## config.mk

```make
export PLATFORM = sky130hd
export DESIGN_NAME = incoming_response_buffer_flat
export DESIGN_NICKNAME = d
export VERILOG_FILES = /design/src/rtl/rob_pkg.sv /design/src/rtl/r_if.sv /design/src/rtl/rob_sync_fifo.sv /design/src/rtl/incoming_response_buffer.sv /design/src/flat_wrapper.sv
export SDC_FILE = /design/constraint.sdc
export NUM_CORES = 1
export LEC_CHECK = 0
export CORE_ASPECT_RATIO = 0.75
export CORE_MARGIN = 2
export CORE_UTILIZATION = 45
export CTS_CLUSTER_SIZE = 25
export DETAILED_ROUTE_END_ITERATION = 12
export PLACE_DENSITY = 0.72
export SLEW_MARGIN = 20
export SYNTH_ARGS = -nofsm -noshare
export SYNTH_HDL_FRONTEND = slang
export SYNTH_SLANG_ARGS = --single-unit
export TNS_END_PERCENT = 10
```

## constraint.sdc

```tcl
create_clock -name clk -period 10.1 [get_ports clk]
set_clock_uncertainty 0.2 [all_clocks]
set_input_delay 1.515 -clock clk [delete_from_list [all_inputs] [get_ports clk]]
set_output_delay 1.515 -clock clk [all_outputs]
set_load 0.02 [all_outputs]
```

## src/rtl/rob_pkg.sv

```systemverilog
// Shared types for the R-channel response buffer: the beat entry and AXI resp encodings.
package rob_pkg;

   localparam int R_ID_WIDTH   = 4;
   localparam int R_DATA_WIDTH = 64;
   localparam int R_RESP_WIDTH = 2;

   typedef enum logic [1:0] {
      OKAY   = 2'd0,
      EXOKAY = 2'd1,
      SLVERR = 2'd2,
      DECERR = 2'd3
   } axi_resp_e;

   typedef struct packed {
      logic [R_ID_WIDTH-1:0]   id;
      logic [R_DATA_WIDTH-1:0] data;
      logic [R_RESP_WIDTH-1:0] resp;
      logic                    last;
   } r_entry_t;

   // SLVERR and DECERR both carry resp[1]=1.
   function automatic logic resp_is_error(input logic [1:0] resp);
      return resp[1];
   endfunction

endpackage

```

## src/rtl/r_if.sv

```systemverilog
// AXI R-channel handshake bundle; sender drives payload/valid, receiver drives ready.
interface r_if #(
   parameter int ID_WIDTH   = 4,
   parameter int DATA_WIDTH = 64,
   parameter int RESP_WIDTH = 2
);
   logic [ID_WIDTH-1:0]   id;
   logic [DATA_WIDTH-1:0] data;
   logic [RESP_WIDTH-1:0] resp;
   logic                  last;
   logic                  valid;
   logic                  ready;

   modport sender   (output id, data, resp, last, valid, input  ready);
   modport receiver (input  id, data, resp, last, valid, output ready);
endinterface

```

## src/rtl/rob_sync_fifo.sv

```systemverilog
// Synchronous FIFO: unreset storage array, wrapping pointers and an occupancy count.
module rob_sync_fifo #(
   parameter  int WIDTH = 71,
   parameter  int DEPTH = 8,
   localparam int AW    = $clog2(DEPTH),
   localparam int CW    = $clog2(DEPTH + 1)
) (
   input  logic             clk,
   input  logic             rst,
   input  logic             push,
   input  logic             pop,
   input  logic [WIDTH-1:0] wdata,
   output logic [WIDTH-1:0] rdata,
   output logic             full,
   output logic             empty,
   output logic [CW-1:0]    count
);

   logic [WIDTH-1:0] mem_r [DEPTH];
   logic [AW-1:0]    wr_ptr_r;
   logic [AW-1:0]    rd_ptr_r;
   logic [CW-1:0]    count_r;

   // Storage write; contents deliberately survive reset.
   always_ff @(posedge clk) begin
      if (push) begin
         mem_r[wr_ptr_r] <= wdata;
      end
   end

   // Pointer and occupancy update; DEPTH is a power of two so pointers wrap by truncation.
   always_ff @(posedge clk or posedge rst) begin
      if (rst) begin
         wr_ptr_r <= {AW{1'b0}};
         rd_ptr_r <= {AW{1'b0}};
         count_r  <= {CW{1'b0}};
      end else begin
         if (push) begin
            wr_ptr_r <= wr_ptr_r + AW'(1'b1);
         end
         if (pop) begin
            rd_ptr_r <= rd_ptr_r + AW'(1'b1);
         end
         case ({push, pop})
            2'b10:   count_r <= count_r + CW'(1'b1);
            2'b01:   count_r <= count_r - CW'(1'b1);
            default: count_r <= count_r;
         endcase
      end
   end

   assign rdata = mem_r[rd_ptr_r];
   assign full  = (count_r == CW'(DEPTH));
   assign empty = (count_r == {CW{1'b0}});
   assign count = count_r;

endmodule

```

## src/rtl/incoming_response_buffer.sv

```systemverilog
// In-order buffer for R beats from the AXI slave, tracking held bursts and a sticky error flag.
// Define IRB_BURST_GATE_EN to hold beats until a whole burst is stored (released early when full).
module incoming_response_buffer
   import rob_pkg::*;
#(
   parameter  int ID_WIDTH   = 4,
   parameter  int DATA_WIDTH = 64,
   parameter  int RESP_WIDTH = 2,
   parameter  int DEPTH      = 8,
   localparam int CW         = $clog2(DEPTH + 1)
) (
   input  logic          clk,
   input  logic          rst,
   r_if.receiver         r_in,
   r_if.sender           r_out,
   output logic [CW-1:0] count,
   output logic [CW-1:0] bursts,
   output logic          err_seen
);

   typedef struct packed {
      logic [ID_WIDTH-1:0]   id;
      logic [DATA_WIDTH-1:0] data;
      logic [RESP_WIDTH-1:0] resp;
      logic                  last;
   } beat_t;

   localparam int WIDTH = $bits(beat_t);

   beat_t         wr_beat_s;
   beat_t         rd_beat_s;
   logic          push_s;
   logic          pop_s;
   logic          full_s;
   logic          empty_s;
   logic          in_ready_s;
   logic          out_valid_s;
   logic [CW-1:0] count_s;
   logic [CW-1:0] bursts_r;
   logic          err_seen_r;

   // Ready depends only on registered occupancy, so a pop never frees a slot in the same cycle.
   assign in_ready_s = !full_s;
   assign push_s     = r_in.valid & in_ready_s;
   assign pop_s      = out_valid_s & r_out.ready;

`ifdef IRB_BURST_GATE_EN
   assign out_valid_s = (bursts_r != {CW{1'b0}}) | full_s;
`else
   assign out_valid_s = !empty_s;
`endif

   assign wr_beat_s.id   = r_in.id;
   assign wr_beat_s.data = r_in.data;
   assign wr_beat_s.resp = r_in.resp;
   assign wr_beat_s.last = r_in.last;

   rob_sync_fifo #(
      .WIDTH (WIDTH),
      .DEPTH (DEPTH)
   ) u_fifo (
      .clk   (clk),
      .rst   (rst),
      .push  (push_s),
      .pop   (pop_s),
      .wdata (wr_beat_s),
      .rdata (rd_beat_s),
      .full  (full_s),
      .empty (empty_s),
      .count (count_s)
   );

   // Count of stored last beats, i.e. complete bursts held.
   always_ff @(posedge clk or posedge rst) begin
      if (rst) begin
         bursts_r <= {CW{1'b0}};
      end else begin
         case ({push_s & r_in.last, pop_s & rd_beat_s.last})
            2'b10:   bursts_r <= bursts_r + CW'(1'b1);
            2'b01:   bursts_r <= bursts_r - CW'(1'b1);
            default: bursts_r <= bursts_r;
         endcase
      end
   end

   // Sticky error flag, cleared only by reset.
   always_ff @(posedge clk or posedge rst) begin
      if (rst) begin
         err_seen_r <= 1'b0;
      end else if (push_s && resp_is_error(r_in.resp[1:0])) begin
         err_seen_r <= 1'b1;
      end else begin
         err_seen_r <= err_seen_r;
      end
   end

   assign r_in.ready  = in_ready_s;
   assign r_out.valid = out_valid_s;
   assign r_out.id    = rd_beat_s.id;
   assign r_out.data  = rd_beat_s.data;
   assign r_out.resp  = rd_beat_s.resp;
   assign r_out.last  = rd_beat_s.last;

   assign count    = count_s;
   assign bursts   = bursts_r;
   assign err_seen = err_seen_r;

endmodule
```

## src/flat_wrapper.sv

```systemverilog
// flat-port wrapper written by rule: the top's interface ports become plain ports
module incoming_response_buffer_flat import rob_pkg::*;
#(
   parameter  int ID_WIDTH   = 4,
   parameter  int DATA_WIDTH = 64,
   parameter  int RESP_WIDTH = 2,
   parameter  int DEPTH      = 8,
   localparam int CW         = $clog2(DEPTH + 1)
)
  (clk, rst, count, bursts, err_seen, r_in_id, r_in_data, r_in_resp, r_in_last, r_in_valid, r_in_ready, r_out_id, r_out_data, r_out_resp, r_out_last, r_out_valid, r_out_ready);
  r_if #(.ID_WIDTH(ID_WIDTH), .DATA_WIDTH(DATA_WIDTH), .RESP_WIDTH(RESP_WIDTH)) r_in_i ();
  r_if #(.ID_WIDTH(ID_WIDTH), .DATA_WIDTH(DATA_WIDTH), .RESP_WIDTH(RESP_WIDTH)) r_out_i ();
  input  logic clk;
  input  logic rst;
  output logic [CW-1:0] count;
  output logic [CW-1:0] bursts;
  output logic err_seen;
  input wire logic [$bits(r_in_i.id)-1:0] r_in_id;
  input wire logic [$bits(r_in_i.data)-1:0] r_in_data;
  input wire logic [$bits(r_in_i.resp)-1:0] r_in_resp;
  input wire logic [$bits(r_in_i.last)-1:0] r_in_last;
  input wire logic [$bits(r_in_i.valid)-1:0] r_in_valid;
  output wire logic [$bits(r_in_i.ready)-1:0] r_in_ready;
  output wire logic [$bits(r_out_i.id)-1:0] r_out_id;
  output wire logic [$bits(r_out_i.data)-1:0] r_out_data;
  output wire logic [$bits(r_out_i.resp)-1:0] r_out_resp;
  output wire logic [$bits(r_out_i.last)-1:0] r_out_last;
  output wire logic [$bits(r_out_i.valid)-1:0] r_out_valid;
  input wire logic [$bits(r_out_i.ready)-1:0] r_out_ready;
  assign r_in_i.id = r_in_id;
  assign r_in_i.data = r_in_data;
  assign r_in_i.resp = r_in_resp;
  assign r_in_i.last = r_in_last;
  assign r_in_i.valid = r_in_valid;
  assign r_in_ready = r_in_i.ready;
  assign r_out_id = r_out_i.id;
  assign r_out_data = r_out_i.data;
  assign r_out_resp = r_out_i.resp;
  assign r_out_last = r_out_i.last;
  assign r_out_valid = r_out_i.valid;
  assign r_out_i.ready = r_out_ready;
  incoming_response_buffer #(.ID_WIDTH(ID_WIDTH), .DATA_WIDTH(DATA_WIDTH), .RESP_WIDTH(RESP_WIDTH), .DEPTH(DEPTH)) u_core (.clk(clk), .rst(rst), .r_in(r_in_i), .r_out(r_out_i), .count(count), .bursts(bursts), .err_seen(err_seen));
endmodule
```

==> reports/metrics.cfg <==
[cts]
cts_root_buf = clkbuf_16
cts_tree = yes
cts_setup_buffers = 0
cts_resized = 0
cts_hold_buf = 0
cts_buffers = 55
clkLatencyLatePin_ps = 590
cts_sinks = 583
path_clk_slew_ps = 60
clockBufferDepth = 3
htreeDepth = 2

[logic_synthesis]
synth_area_sq_mm = 0.02228
synth_ff_type = edfxtp_1
syn_inst = 920
synth_area_leader_cell = edfxtp_1
yosysSeqAreaShare = 0.7823
synth_edf_count = 568
synth_area_leaders = edfxtp_1 77%, mux4_2 14%, mux2_2 3.7%
synthDistinctLibCells = 33
synthArstFlopShare = 0.02573
syn_avg_cell_area_sq_um = 24.22
ys_seq_elements = 583
syn_nets = 1005
netlist.area_leader.share = 0.7654
ys_warn_count = 0

[die]
io_pins = 157
die_area_sq_mm = 0.05133
die_w_um = 261.0
coreArea_sq_mm = 0.04878
dieHeight_um = 196.7
fp-row-count = 70
initial_utilization = 0.4568

[critical_path]
crit_arrival_ps = 4240
crit-reg2reg-launch = u_core.u_fifo.rd_ptr_r[2]
cp_slowest_stage_delay_ps = 910
path_buf_inv = 3
cp_slowest_cell = buf_4
path_max_fanout = 70
cp_cell_sequence = buf_4 > buf_4 > mux4_2 > mux2_2 > clkdlybuf4s50_1
path_common_cell = buf_4
worstSetupPathType = flop to output pin
rr_worst_depth = 8
worstReg2RegEnd = u_core.bursts[3]
cp-start-kind = flop
crit_family = buffers and inverters
worstPathRequired_ps = 8390
endpoint_kind = output pin
r2r_slack_ps = 6650

[global_route]
grt_max_degree = 71
grt_overflow = 0
grt_pass1_wl_mm = 64.10
antenna_found_initial = 5
grt_usage = 0.1695
grt_pass1_vias = 10510

[placed_design]
portBuffers = 156
place_congestion = 0.7150
dp_hpwl_mm = 22.48

[pwr]
p_total_mw = 7.860
vdd_drop_max_uv = 178.2
power_density_mw_per_mm2 = 298.5
p_leak_nw = 8.309

[route]
route.detailed.drc = 0
vias = 9824
avgRoutedWirePerCell_um = 23.64
wl_mm = 42.55
drt_first_pass_iters = 5
drtAntennaViolNets = 0
drt_iter0_markers = 723
avgViaCountPerCell = 5.458

[job]
drv_cap = 0

[sta]
fmax_mhz = 168.0
setup_viol = 0
layout_min_cycle_time_ps = 5951
setup_tns_ps = 0
relSlewSlack = 0.3173
rsz0062_at_grt = false
tightestPinTransition_ps = 1024
slew_violations = 0
period_share = 0.5892
finalHoldViolations = 0

[worst_hold_path]
whs_path_depth = 1
hp-class = flop to flop
min_from = u_core.err_seen
min_to = u_core.err_seen

[outcome]
status = finished, final reports clean

[layout]
layout-drive-gt1-share = 0.2772
nFillCells = 3610
nNetsFinal = 1196
syn2layout_area_growth_pct = 18.16

-- sequential cells by signal (all words and copies together), names as in the netlist --
register and count:
u_core.u_fifo.wr_ptr_r 3, u_core.u_fifo.rd_ptr_r 3, u_core.err_seen 1, u_core.u_fifo.mem_r 568, u_core.bursts 4, u_core.u_fifo.count 4
-- worst max-delay path by stage --
stage | from | to | slack [ps] | depth (start not counted)
after detailed placement | u_core.u_fifo.rd_ptr_r[0] | r_out_data[9] | 4700 | 4
after global routing | u_core.u_fifo.rd_ptr_r[1] | r_out_resp[1] | 3990 | 5
after floorplan | r_in_valid | u_core.u_fifo.mem_r[0][0] | 880 | 2
after global placement | u_core.u_fifo.rd_ptr_r[0] | r_out_data[8] | 4720 | 4
after CTS | u_core.u_fifo.rd_ptr_r[0] | r_out_data[9] | 4050 | 4
final | u_core.u_fifo.rd_ptr_r[1] | r_out_resp[1] | 4150 | 5
-- through the flow --
stage            util  hold slack [ps]  instance area (sq um)  std cells  setup WS, ps
4_1_cts        0.5387            278.3                  26280       1797          4050
6_report       0.5398            274.1                  26330       1800          4149
5_1_grt        0.5397            299.5                  26330       1799          3985
2_1_floorplan       -            318.4                  22280        920         884.3
3_3_place_gp   0.5044            254.0                  24610       1700          4719
3_5_place_dp   0.5044            263.5                  24610       1700          4701
-- cell usage in the layout, fill, tap and decap left out, types with 3 or more instances in the layout --
| cell | synthesis | routed |
|---|---|---|
| a21oi_1 | 4 | 4 |
| buf_4 | 0 | 19 |
| clkbuf_1 | 16 | 13 |
| clkbuf_16 | 0 | 57 |
| clkbuf_8 | 0 | 3 |
| clkdlybuf4s50_1 | 0 | 156 |
| clkinv_1 | 0 | 14 |
| clkinv_2 | 0 | 7 |
| dfrtp_1 | 15 | 12 |
| dfrtp_4 | 0 | 3 |
| edfxtp_1 | 568 | 568 |
| ha_1 | 8 | 8 |
| inv_1 | 10 | 10 |
| mux2_2 | 73 | 73 |
| mux4_2 | 142 | 142 |
| nand2_1 | 4 | 4 |
| nand3_1 | 7 | 7 |
| nor2_4 | 0 | 3 |
| nor3_2 | 0 | 4 |
| nor3b_1 | 5 | 5 |
| or4b_1 | 3 | 3 |
| xnor2_1 | 6 | 6 |
-- final cells by class --
class                   count  area (sq um)  area share
multi-input cells         284          4613      0.1752
well taps                 648         810.8     0.03079
repair buffers            177          1752     0.06652
diodes                      1         2.502  0.00009503
flip-flops and latches    583         17440      0.6624
clock inverters            24         156.4    0.005940
inverters                  10         37.54    0.001426
clock buffers              73          1516     0.05759
-- synth_stat cells, types with 3 or more instances --
library cell	count
edfxtp_1	568
ha_1	8
a21oi_1	4
buf_6	9
nor3_1	4
nor3b_1	5
nand3_1	7
nand2_1	4
mux2_2	73
dfrtp_1	15
or4b_1	3
nor2_1	4
inv_1	10
mux4_2	142
clkbuf_1	16
buf_2	17
xnor2_1	6
-- layer usage --
metal / GRT usage / vias up / part of all wire
met5: 0 / - / 0.0014
met4: 0.04148 / 10 / 0.015
met3: 0.03742 / 55 / 0.058
met2: 0.2643 / 219 / 0.48
met1: 0.2459 / 5234 / 0.45
li1: - / 4306 / -
-- power breakdown --
| part | leakage [nW] | switching [mW] | internal (mW) |
|---|---|---|---|
| Clock | 0.821 | 0.821 | 1.10 |
| Combinational | 2.16 | 1.35 | 1.37 |
| Sequential | 5.33 | 0.171 | 3.05 |
| Total | 8.31 | 2.34 | 5.52 |
-- cells by family (layout without fill, tap and decap cells) --
| group | count (synthesis) | in the layout | synth area share |
|---|---|---|---|
| DFF | 583 | 583 | 0.7823 |
| and+or+nand+nor | 34 | 34 | 0.008872 |
| buffers and inverters | 53 | 284 | 0.01291 |
| AOI/OAI and AO/OA | 13 | 13 | 0.004211 |
| other | 0 | 1 | 0 |
| muxes | 219 | 219 | 0.1823 |
| xor gates and xnor gates | 8 | 8 | 0.003144 |
| adders and majority gates | 10 | 10 | 0.006289 |
No activity file was read; power rests on OpenSTA's default activity.
